**src/rtl/serial_add_pkg.sv**
```systemverilog
// Shared types and defaults for the bit-serial adder controller.
package serial_add_pkg;

    localparam int unsigned DEFAULT_WIDTH = 8;

    typedef enum logic [1:0] {
        IDLE = 2'd0,
        RUN  = 2'd1,
        DONE = 2'd2
    } state_t;

endpackage

```
**src/rtl/half_adder.sv**
```systemverilog
// One-bit half adder cell; two of these plus an OR form a full-add stage.
module half_adder (
    input  logic a,
    input  logic b,
    output logic s,
    output logic c
);

    assign s = a ^ b;
    assign c = a & b;

endmodule

```
**src/rtl/serial_add_ctrl.sv**
```systemverilog
// Bit-serial adder controller: latches operands on start, adds one bit per cycle
// LSB first, and returns a registered sum/carry-out with a one-cycle done pulse.
module serial_add_ctrl
    import serial_add_pkg::*;
#(
    parameter int unsigned WIDTH = DEFAULT_WIDTH
) (
    input  logic             clk,
    input  logic             rst,
    input  logic             start,
    input  logic [WIDTH-1:0] a,
    input  logic [WIDTH-1:0] b,
    output logic             busy,
    output logic             done,
    output logic [WIDTH-1:0] sum,
    output logic             cout
);

    localparam int unsigned CW = $clog2(WIDTH + 1);

    state_t           state_q, state_d;
    logic [WIDTH-1:0] sa_q, sb_q;
    logic [WIDTH-1:0] sum_next;
    logic [CW-1:0]    cnt_q;
    logic             c_q;
    logic             p, g, pc, s_bit, co;
    logic             last, accept;

    half_adder u_ha0 (
        .a (sa_q[0]),
        .b (sb_q[0]),
        .s (p),
        .c (g)
    );

    half_adder u_ha1 (
        .a (p),
        .b (c_q),
        .s (s_bit),
        .c (pc)
    );

    assign co     = g | pc;
    assign last   = (cnt_q == CW'(WIDTH - 1));
    assign accept = start && ((state_q == IDLE) || (state_q == DONE));

    // Sum fills from the MSB side so bit 0 lands in sum[0] after WIDTH shifts.
    always_comb begin
        sum_next            = sum >> 1;
        sum_next[WIDTH-1]   = s_bit;
    end

    always_comb begin
        state_d = state_q;
        busy    = 1'b0;
        done    = 1'b0;
        unique case (state_q)
            IDLE: begin
                if (start) state_d = RUN;
            end
            RUN: begin
                busy = 1'b1;
                if (last) state_d = DONE;
            end
            DONE: begin
                done    = 1'b1;
                state_d = start ? RUN : IDLE;
            end
            default: state_d = IDLE;
        endcase
    end

    always_ff @(posedge clk) begin
        if (rst) begin
            state_q <= IDLE;
        end else begin
            state_q <= state_d;
        end
    end

    always_ff @(posedge clk) begin
        if (rst) begin
            sa_q  <= '0;
            sb_q  <= '0;
            c_q   <= 1'b0;
            cnt_q <= '0;
            sum   <= '0;
            cout  <= 1'b0;
        end else if (accept) begin
            sa_q  <= a;
            sb_q  <= b;
            c_q   <= 1'b0;
            cnt_q <= '0;
            sum   <= '0;
            cout  <= 1'b0;
        end else if (state_q == RUN) begin
            sa_q  <= sa_q >> 1;
            sb_q  <= sb_q >> 1;
            c_q   <= co;
            cnt_q <= cnt_q + CW'(1);
            sum   <= sum_next;
            if (last) cout <= co;
        end
    end

endmodule

```
**config.mk**
```make
export PLATFORM = sky130hd
export DESIGN_NAME = serial_add_ctrl
export DESIGN_NICKNAME = d
export VERILOG_FILES = /design/src/rtl/serial_add_pkg.sv /design/src/rtl/half_adder.sv /design/src/rtl/serial_add_ctrl.sv
export SDC_FILE = /design/constraint.sdc
export NUM_CORES = 1
export LEC_CHECK = 0
export ABC_AREA = 1
export CAP_MARGIN = 40
export CORE_UTILIZATION = 28
export CTS_CLUSTER_SIZE = 28
export DETAILED_ROUTE_END_ITERATION = 6
export GPL_TIMING_DRIVEN = 0
export HOLD_SLACK_MARGIN = 0.06
export PLACE_DENSITY = 0.59
export SLEW_MARGIN = 20
export SYNTH_ARGS = -nofsm -noshare
export SYNTH_HDL_FRONTEND = slang
export SYNTH_HIERARCHICAL = 1
export SYNTH_SLANG_ARGS = --single-unit
```
**constraint.sdc**
```tcl
create_clock -name clk -period 1.4 [get_ports clk]
set_input_delay 0.14 -clock clk [delete_from_list [all_inputs] [get_ports clk]]
set_output_delay 0.14 -clock clk [all_outputs]
set_load 0.01 [all_outputs]
```
# --- After elaboration in Yosys (flattened, before gate mapping) ---
# Index checks and enable logic that the tools add are counted.
totals:
  inputBits: 19
  elab_cells: 35
  reg_bits: 32
  out_inout_bits: 11
classes:
  reduce_logical: 7
  n_mux: 10
  addsub: 1
  n_bitwise: 5
  eq_ne: 5
ops:
  columns: ["cell", "count"]
  rows:
  - ["two-way mux 8 bit", 4]
  - ["one-hot mux 2 bit (3 select lines)", 1]
  - ["adder 4 x 1 -> 4 bit, second input constant", 1]
  - ["== test 4 x 3 -> 1 bit, second input constant", 1]
  - ["two-way mux 2 bit", 2]
  - ["inequality test 2 bit, second input constant", 2]
  - ["AND reduction 2 bit", 2]
  - ["two-way mux 1 bit", 3]
  - ["bitwise AND 1 bit", 2]
  - ["== test 2 x 1 -> 1 bit, second input constant", 1]
  - ["== test 2 bit, second input constant", 1]
  - ["logical NOT 2 bit", 1]
  - ["nonzero test 2 bit", 1]
  - ["OR reduction 2 bit", 1]
  - ["bitwise XOR 1 bit", 2]
  - ["logical AND 1 bit", 1]
  - ["logical OR 1 bit", 1]
  - ["OR 1 bit", 1]

# --- Logic depth before layout (Yosys ltp) ---
# Gate-level depths: netlist (run 1).
logic_depth:
  ltp_word: 4
  mapped_depth: 9
  ltp_nobuf: 7

# --- Cells and area by module ---
# The synthesis (run 1) kept the hierarchy.
modules_own_cells:
  columns: ["module", "area_each_um2", "seq_area_each_um2", "cells_each", "instances"]
  rows:
  - ["serial_add_ctrl", 1472.7, 640.6, 216, 1]
  - ["half_adder", 12.5, 0.0, 1, 2]

# --- Least setup slack after synthesis (run 1) ---
# OpenSTA, ideal clock, no wires.
synth_timing:
  path_type: "register to register"
  start: "reg sa_q[0]"
  end: "reg cout"
  path_stages_with_launch: 7
  synth_period_minus_slack_ns: 1.144
  slack_ns: 0.256
  required_time_ns: 1.287
  t_arrival_ns: 1.030
  setup_ns: 0.113
  n_path_buf: 0
  path_cell_list: "dfxtp_1 -> ha_1 -> ha_1 -> nor2_1 -> nand3_1 -> nand2_1 -> nor2_1"
synth_between:
  elab_chain_len: 3
  word_cells_on_any_way: 4
  classes_between: "bitwise: 4"
synth_lines:
  columns: ["element", "line_no", "rtl"]
  rows:
  - ["from (decl)", "serial_add_ctrl.sv:22", "logic [WIDTH-1:0] sa_q, sb_q;"]
  - ["from (signal assigned)", "serial_add_ctrl.sv:97", "sa_q <= sa_q >> 1;"]
  - ["bitwise XOR 1 bit", "half_adder.sv:9", "assign s = a ^ b;"]
  - ["named net p", "serial_add_ctrl.sv:26", "logic p, g, pc, s_bit, co;"]
  - ["bitwise AND 1 bit", "half_adder.sv:10", "assign c = a & b;"]
  - ["named net pc", "serial_add_ctrl.sv:26", null]
  - ["OR 1 bit", "serial_add_ctrl.sv:43", "assign co = g | pc;"]
  - ["to (signal assigned)", "serial_add_ctrl.sv:102", "if (last) cout <= co;"]
  - ["to (decl)", "serial_add_ctrl.sv:16", "output logic cout"]
# The timed path passes the listed nets, and every way through them passes these cells.
# A chain may end at the register's enable or synchronous reset.

# --- Worst setup path after layout (run 1) ---
layout_timing:
  start: "reg state_q[0]"
  end: "out busy"
layout_between:
  elab_chain_len: 2
layout_lines:
  columns: ["element", "line_no", "rtl"]
  rows:
  - ["from (decl)", "serial_add_ctrl.sv:21", "state_t state_q, state_d;"]
  - ["from (signal assigned)", "serial_add_ctrl.sv:77", "state_q <= state_d;"]
  - ["== test 2 x 1 -> 1 bit", "serial_add_ctrl.sv:57", "unique case (state_q)"]
  - ["two-way mux 1 bit", "serial_add_ctrl.sv:57", null]
  - ["to (decl)", "serial_add_ctrl.sv:13", "output logic busy,"]
# No other way between the ends.

==> impl_metrics.tcl, run 1 <==
set metrics [dict create \
    vias 1339 \
    cts_root_buf "clkbuf_8" \
    finalHoldViolations 0 \
    crit_buf_inv 4 \
    crit_type "flip-flop to primary output" \
    hp-class "input pin to flip-flop" \
    grtUsageTotal_pct 12.7 \
    syn_to_final_growth_pct 31.7 \
    finalSetupViolCount 0 \
    p_per_area_nw_per_um2 1030 \
    synth-warning-count 6 \
    grt_pass1_vias 1191 \
    start_util_pct 29.1 \
    p_switching_uw 530 \
    antenna_found_initial 0 \
    fin_crit_sh_pct 94.8 \
    leakage_nw 0.883 \
    internal_power_mw 1.51 \
    tightestPinTransition_ps 240 \
    critPathArrivalTime_ps 1190 \
    final.min_clock_period_ps 1330 \
    port_buffers 28 \
    die_w_um 75.1 \
    grt_pass1_wl_mm 5.21 \
    syn_area_sq_um 1500 \
    yosysSeqAreaShare_pct 42.8 \
    numClockSinks 32 \
    cp_cell_sequence "buf_6 > nand2_8 > inv_6 > buf_8 > buf_2" \
    core-area_sq_um 5140 \
    cpPeakStageDelay_ps 320 \
    row_count 26 \
    first_pass_iters 4 \
    pwr-share-comb_pct 16.2 \
    final_area_sq_um 1970 \
    dp.cells 316 \
    most-common-layout-cells "nand2_1, dfxtp_1, nor2_1, inv_1, clkdlybuf4s50_1" \
    grt_setup_unrepaired "false" \
    final_common_cell "nand2_1" \
    fin_worst_skew_ps 1.64 \
    drt_iter0_drc 82 \
    clk_pin_slew_ps 60 \
    syn_inst 218 \
    p_seq_share_pct 48.3 \
    p_clk_share_pct 35.5 \
    netlist.area_leader.share_pct 42.8 \
    final_cells 324 \
    h-tree-depth 2 \
    grt_max_degree 11 \
    gpl.final_weighted_congestion 0.733 \
    drive_above_1_share_pct 11.4 \
    clockBufferDepth 2 \
    wl_per_cell_um 9.68 \
    drc_errors 0 \
    die-area_sq_um 5650 \
    crit_family "buffers and inverters" \
    post-dp-hpwl_mm 2.25 \
    worst_setup_path_start_kind "flip-flop" \
    critPathMaxFanout 10 \
    syn_avg_cell_area_sq_um 6.87 \
    cp.required_ps 1260 \
    fp.dieH_um 75.1 \
    synthDistinctLibCells 20 \
    cts_tree "built" \
    finalWirelength_mm 3.14 \
    slew_headroom_pct 84.0 \
    boundaryPins 30 \
    clk_latency_ps 280 \
    tns_ps 0 \
    overflow 0 \
    drtAntennaViolNets 0 \
    switching_share_pct 26.0 \
    cts_buffers 5 \
    synth_area_leader_cell "dfxtp_1" \
    cts_post_setup_buffers_inserted 0 \
    placed_cell_area_sq_um 1870 \
    end_kind "primary output" \
    synth_top_cells_by_area "dfxtp_1, nand2_1, nor2_1" \
    clock.fmax_mhz 754 \
    irDropWorstVdd_mv 0.345 \
    status "complete, no violations" \
    ys_ff_latch 32 \
    slew_violations 0 \
    synth.net_count 240 \
    viasPerCell 4.13 \
    cap_viol_max_count 0 \
    diodes 0 \
    num-nets-final 275 \
    crit_slowest_cell "dfxtp_1" \
]
==> cell usage after synthesis, drive strengths merged <==
| library cell | n |
|---|---|
| a21oi | 17 |
| buf | 10 |
| dfxtp | 32 |
| ha | 3 |
| inv | 34 |
| nand2 | 64 |
| nand3 | 13 |
| nor2 | 33 |
| nor3 | 1 |
| o21ai | 11 |
==> per-layer routing <==
layer  GRT usage [%]  vias to the layer above  wire [um]
met3            2.41                        5         93
met5               0                        -          0
met1            14.8                      587       1480
li1                -                      732          -
met2            21.0                       15       1490
met4            8.64                        0         76
==> state kept, by name, indices dropped and copies added (netlist names) <==
register  flops
cout          1
sb_q          8
cnt_q         4
c_q           1
state_q       2
sa_q          8
sum           8
==> power by group through the flow <==
stage	clock network, mW	registers (mW)	logic, mW
after floorplan	0	1.00	0.223
after global placement	0	1.01	0.326
after detailed placement	0	1.01	0.326
after CTS	0.751	0.986	0.336
after global routing	0.796	0.992	0.374
final	0.724	0.986	0.330
==> timing repair <==
item,4_1_cts,5_1_grt
pin swaps,1,0
gates resized for setup,10,1
hold buffers,0,0
setup endpoints to repair,2,1
==> through the flow <==
stage	hold WS (ps)	util [%]	total power, mW	setup slack [ps]
6_report	138	38.4	2.04	72.9
5_1_grt	146	38.4	2.16	2.40
4_1_cts	136	38.3	2.07	52.5
3_5_place_dp	434	36.3	1.33	-150
3_3_place_gp	426	36.3	1.33	-141
2_1_floorplan	275	-	1.22	256
==> cells by family (layout without fill, tap and decap cells) <==
kind of cell | count (synthesis) | in the layout | synth area share (%)
buffers and inverters | 44 | 80 | 13.8
DFF | 32 | 32 | 42.8
AOI/OAI and AO/OA | 28 | 28 | 9.61
and+or+nand+nor | 111 | 111 | 31.3
adders and majority gates | 3 | 3 | 2.51
==> cell type report <==
| type | count | area (sq um) |
|---|---|---|
| Timing Repair Buffer | 28 | 274 |
| Clock buffer | 8 | 90.1 |
| Inverter | 34 | 138 |
| Buffer | 10 | 83.8 |
| Tap cell | 70 | 87.6 |
| Multi-Input combinational cell | 142 | 659 |
| Fill cell | 584 | 3170 |
| Sequential cell | 32 | 641 |
==> final timing paths <==
kind | from | endpoint | slack, ps | depth (start not counted)
hold / removal | rst | sb_q[6]$_SDFFE_PP0P_ | 140 | 2
hold reg to reg | c_q$_SDFFE_PP0P_ | c_q$_SDFFE_PP0P_ | 470 | 2
setup reg to reg | sa_q[0]$_SDFFE_PP0P_ | cout$_SDFFE_PP0P_ | 200 | 6
setup / recovery | state_q[0]$_SDFFE_PP0P_ | busy | 70 | 5
Power figures use the tool's default switching activity.
==> inputs of run 2 (changes only) <==
- GPL_ROUTABILITY_DRIVEN: default -> 0
==> results of run 2 <==
Final layout, timing and power as in run 1 (identical DEF).
==> inputs of run 3 (changes only) <==
- CORE_MARGIN: default -> 4
- CTS_CLUSTER_DIAMETER: default -> 100
==> impl_metrics.tcl, run 3 (synthesized netlist as in run 1, its figures left out) <==
set metrics [dict create \
    status "complete, no violations" \
    wl_per_cell_um 9.93 \
    internal_power_mw 1.52 \
    p_seq_share_pct 47.9 \
    cap_viol_max_count 0 \
    boundaryPins 30 \
    critPathMaxFanout 3 \
    dp.cells 316 \
    switching_share_pct 26.2 \
    whs_path_depth 2 \
    seq_area_sq_um 641 \
    timing.rr.end "cout$_SDFFE_PP0P_" \
    overflow 0 \
    final_common_cell "nand2_1" \
    path_depth 1 \
    grt_pass1_wl_mm 5.70 \
    grt_pass1_vias 1284 \
    final_cells 326 \
    slew_violations 0 \
    p_per_area_nw_per_um2 1030 \
    core-area_sq_um 5140 \
    vias 1339 \
    numClockSinks 32 \
    crit_family "buffers and inverters" \
    drtAntennaViolNets 0 \
    endpoint "sum[1]" \
    first_pass_iters 4 \
    clock.fmax_mhz 748 \
    diodes 0 \
    antenna_found_initial 0 \
    start_util_pct 29.1 \
    multi_input_area_sq_um 659 \
    final_core_util_pct 38.7 \
    finalWirelength_mm 3.24 \
    irDropWorstVdd_mv 0.406 \
    fin_worst_skew_ps 6.43 \
    drt_iter0_drc 55 \
    pwr-share-comb_pct 16.4 \
    clockBufferDepth 2 \
    drc_errors 0 \
    port_buffers 28 \
    drive_above_1_share_pct 12.1 \
    most-common-layout-cells "nand2_1, dfxtp_1, nor2_1, inv_1, clkdlybuf4s50_1" \
    fp.dieH_um 81.1 \
    syn_to_final_growth_pct 32.7 \
    hp-class "input pin to flip-flop" \
    clk_pin_slew_ps 70 \
    r2r_cells 6 \
    finalSetupViolCount 0 \
    clk_latency_ps 290 \
    r2r-start "sa_q[0]$_SDFFE_PP0P_" \
    post-dp-hpwl_mm 2.34 \
    row_count 26 \
    cp_cell_sequence "clkdlybuf4s50_1" \
    crit_type "flip-flop to primary output" \
    cpPeakStageDelay_ps 550 \
    end_kind "primary output" \
    reg_top3 "sa_q (8), sb_q (8), sum (8)" \
    worst_setup_path_start_kind "flip-flop" \
    fill_cells 580 \
    critPathLaunch "sum[1]$_SDFFE_PP0P_" \
    h-tree-depth 2 \
    crit_slowest_cell "clkdlybuf4s50_1" \
    tightestPinTransition_ps 235 \
    cp.required_ps 1260 \
    grtUsageTotal_pct 11.6 \
    fin_crit_sh_pct 95.5 \
    finalHoldViolations 0 \
    p_clk_share_pct 35.7 \
    die_w_um 81.1 \
    viasPerCell 4.11 \
    cts_buffers 5 \
    slew_headroom_pct 84.3 \
    leakage_nw 0.893 \
    die-area_sq_um 6580 \
    grt_max_degree 11 \
    num-nets-final 277 \
    ff2ff_setup_slack_ps 200 \
    final.min_clock_period_ps 1340 \
    crit_buf_inv 1 \
    cts_root_buf "clkbuf_8" \
    grt_setup_unrepaired "false" \
    p_switching_uw 539 \
    cts_tree "built" \
    critPathArrivalTime_ps 1200 \
]
[run 3: cell count changes in the layout (fill, tap and decap cells not counted), sizes merged]
| cell | previous run | this run |
|---|---|---|
| buf | 11 | 13 |
[run 3: power groups by stage]
stage / sequential, mW / clock (mW) / combinational (mW)
finish: 0.985 / 0.733 / 0.337
global placement: 1.01 / 0 / 0.326
global route: 0.992 / 0.803 / 0.386
CTS: 0.985 / 0.758 / 0.332
detailed placement: 1.01 / 0 / 0.325
floorplan: 1.00 / 0 / 0.223
[run 3: routing by layer]
layer / vias to the layer above / wire, um / global-route usage [%]
met5: - / 0 / 0
met4: 0 / 101 / 8.11
met3: 7 / 104 / 2.99
met2: 17 / 1500 / 18.2
met1: 578 / 1530 / 13.6
li1: 737 / - / -
[run 3: metrics by stage]
stage | setup WS, ps | hold slack (ps) | instance area (sq um) | power (mW) | setup TNS [ps]
2_1_floorplan | 256 | 275 | 1500 | 1.22 | 0
3_3_place_gp | -143 | 428 | 1870 | 1.33 | -1120
3_5_place_dp | -142 | 422 | 1870 | 1.33 | -1190
4_1_cts | 42.7 | 117 | 1970 | 2.08 | 0
5_1_grt | 0.493 | 141 | 1990 | 2.18 | 0
6_report | 62.8 | 129 | 1990 | 2.05 | 0
[run 3: worst min-delay path by stage]
stage,to,slack [ps],startpoint
2_1_floorplan,sb_q[7]$_SDFFE_PP0P_,270,b[7]
3_3_place_gp,sb_q[6]$_SDFFE_PP0P_,430,rst
3_5_place_dp,sb_q[6]$_SDFFE_PP0P_,420,rst
4_1_cts,sb_q[6]$_SDFFE_PP0P_,120,rst
5_1_grt,sb_q[6]$_SDFFE_PP0P_,140,rst
6_report,sb_q[6]$_SDFFE_PP0P_,130,rst
[run 3: timing repair]
action                     in CTS  in global routing
hold buffers                    0                  0
setup buffers                   0                  2
resized for setup               9                  2
setup endpoints to repair       2                  1
pin swaps                       1                  0
cloned                          0                  0
[run 3: layout make-up]
| type | instances | share of cell area (%) |
|---|---|---|
| timing repair buffer | 30 | 14.5 |
| sequential | 32 | 32.2 |
| clock buffer | 8 | 4.53 |
| inverter | 34 | 6.92 |
| tap | 70 | 4.41 |
| multi-input combinational | 142 | 33.2 |
| buffer | 10 | 4.22 |
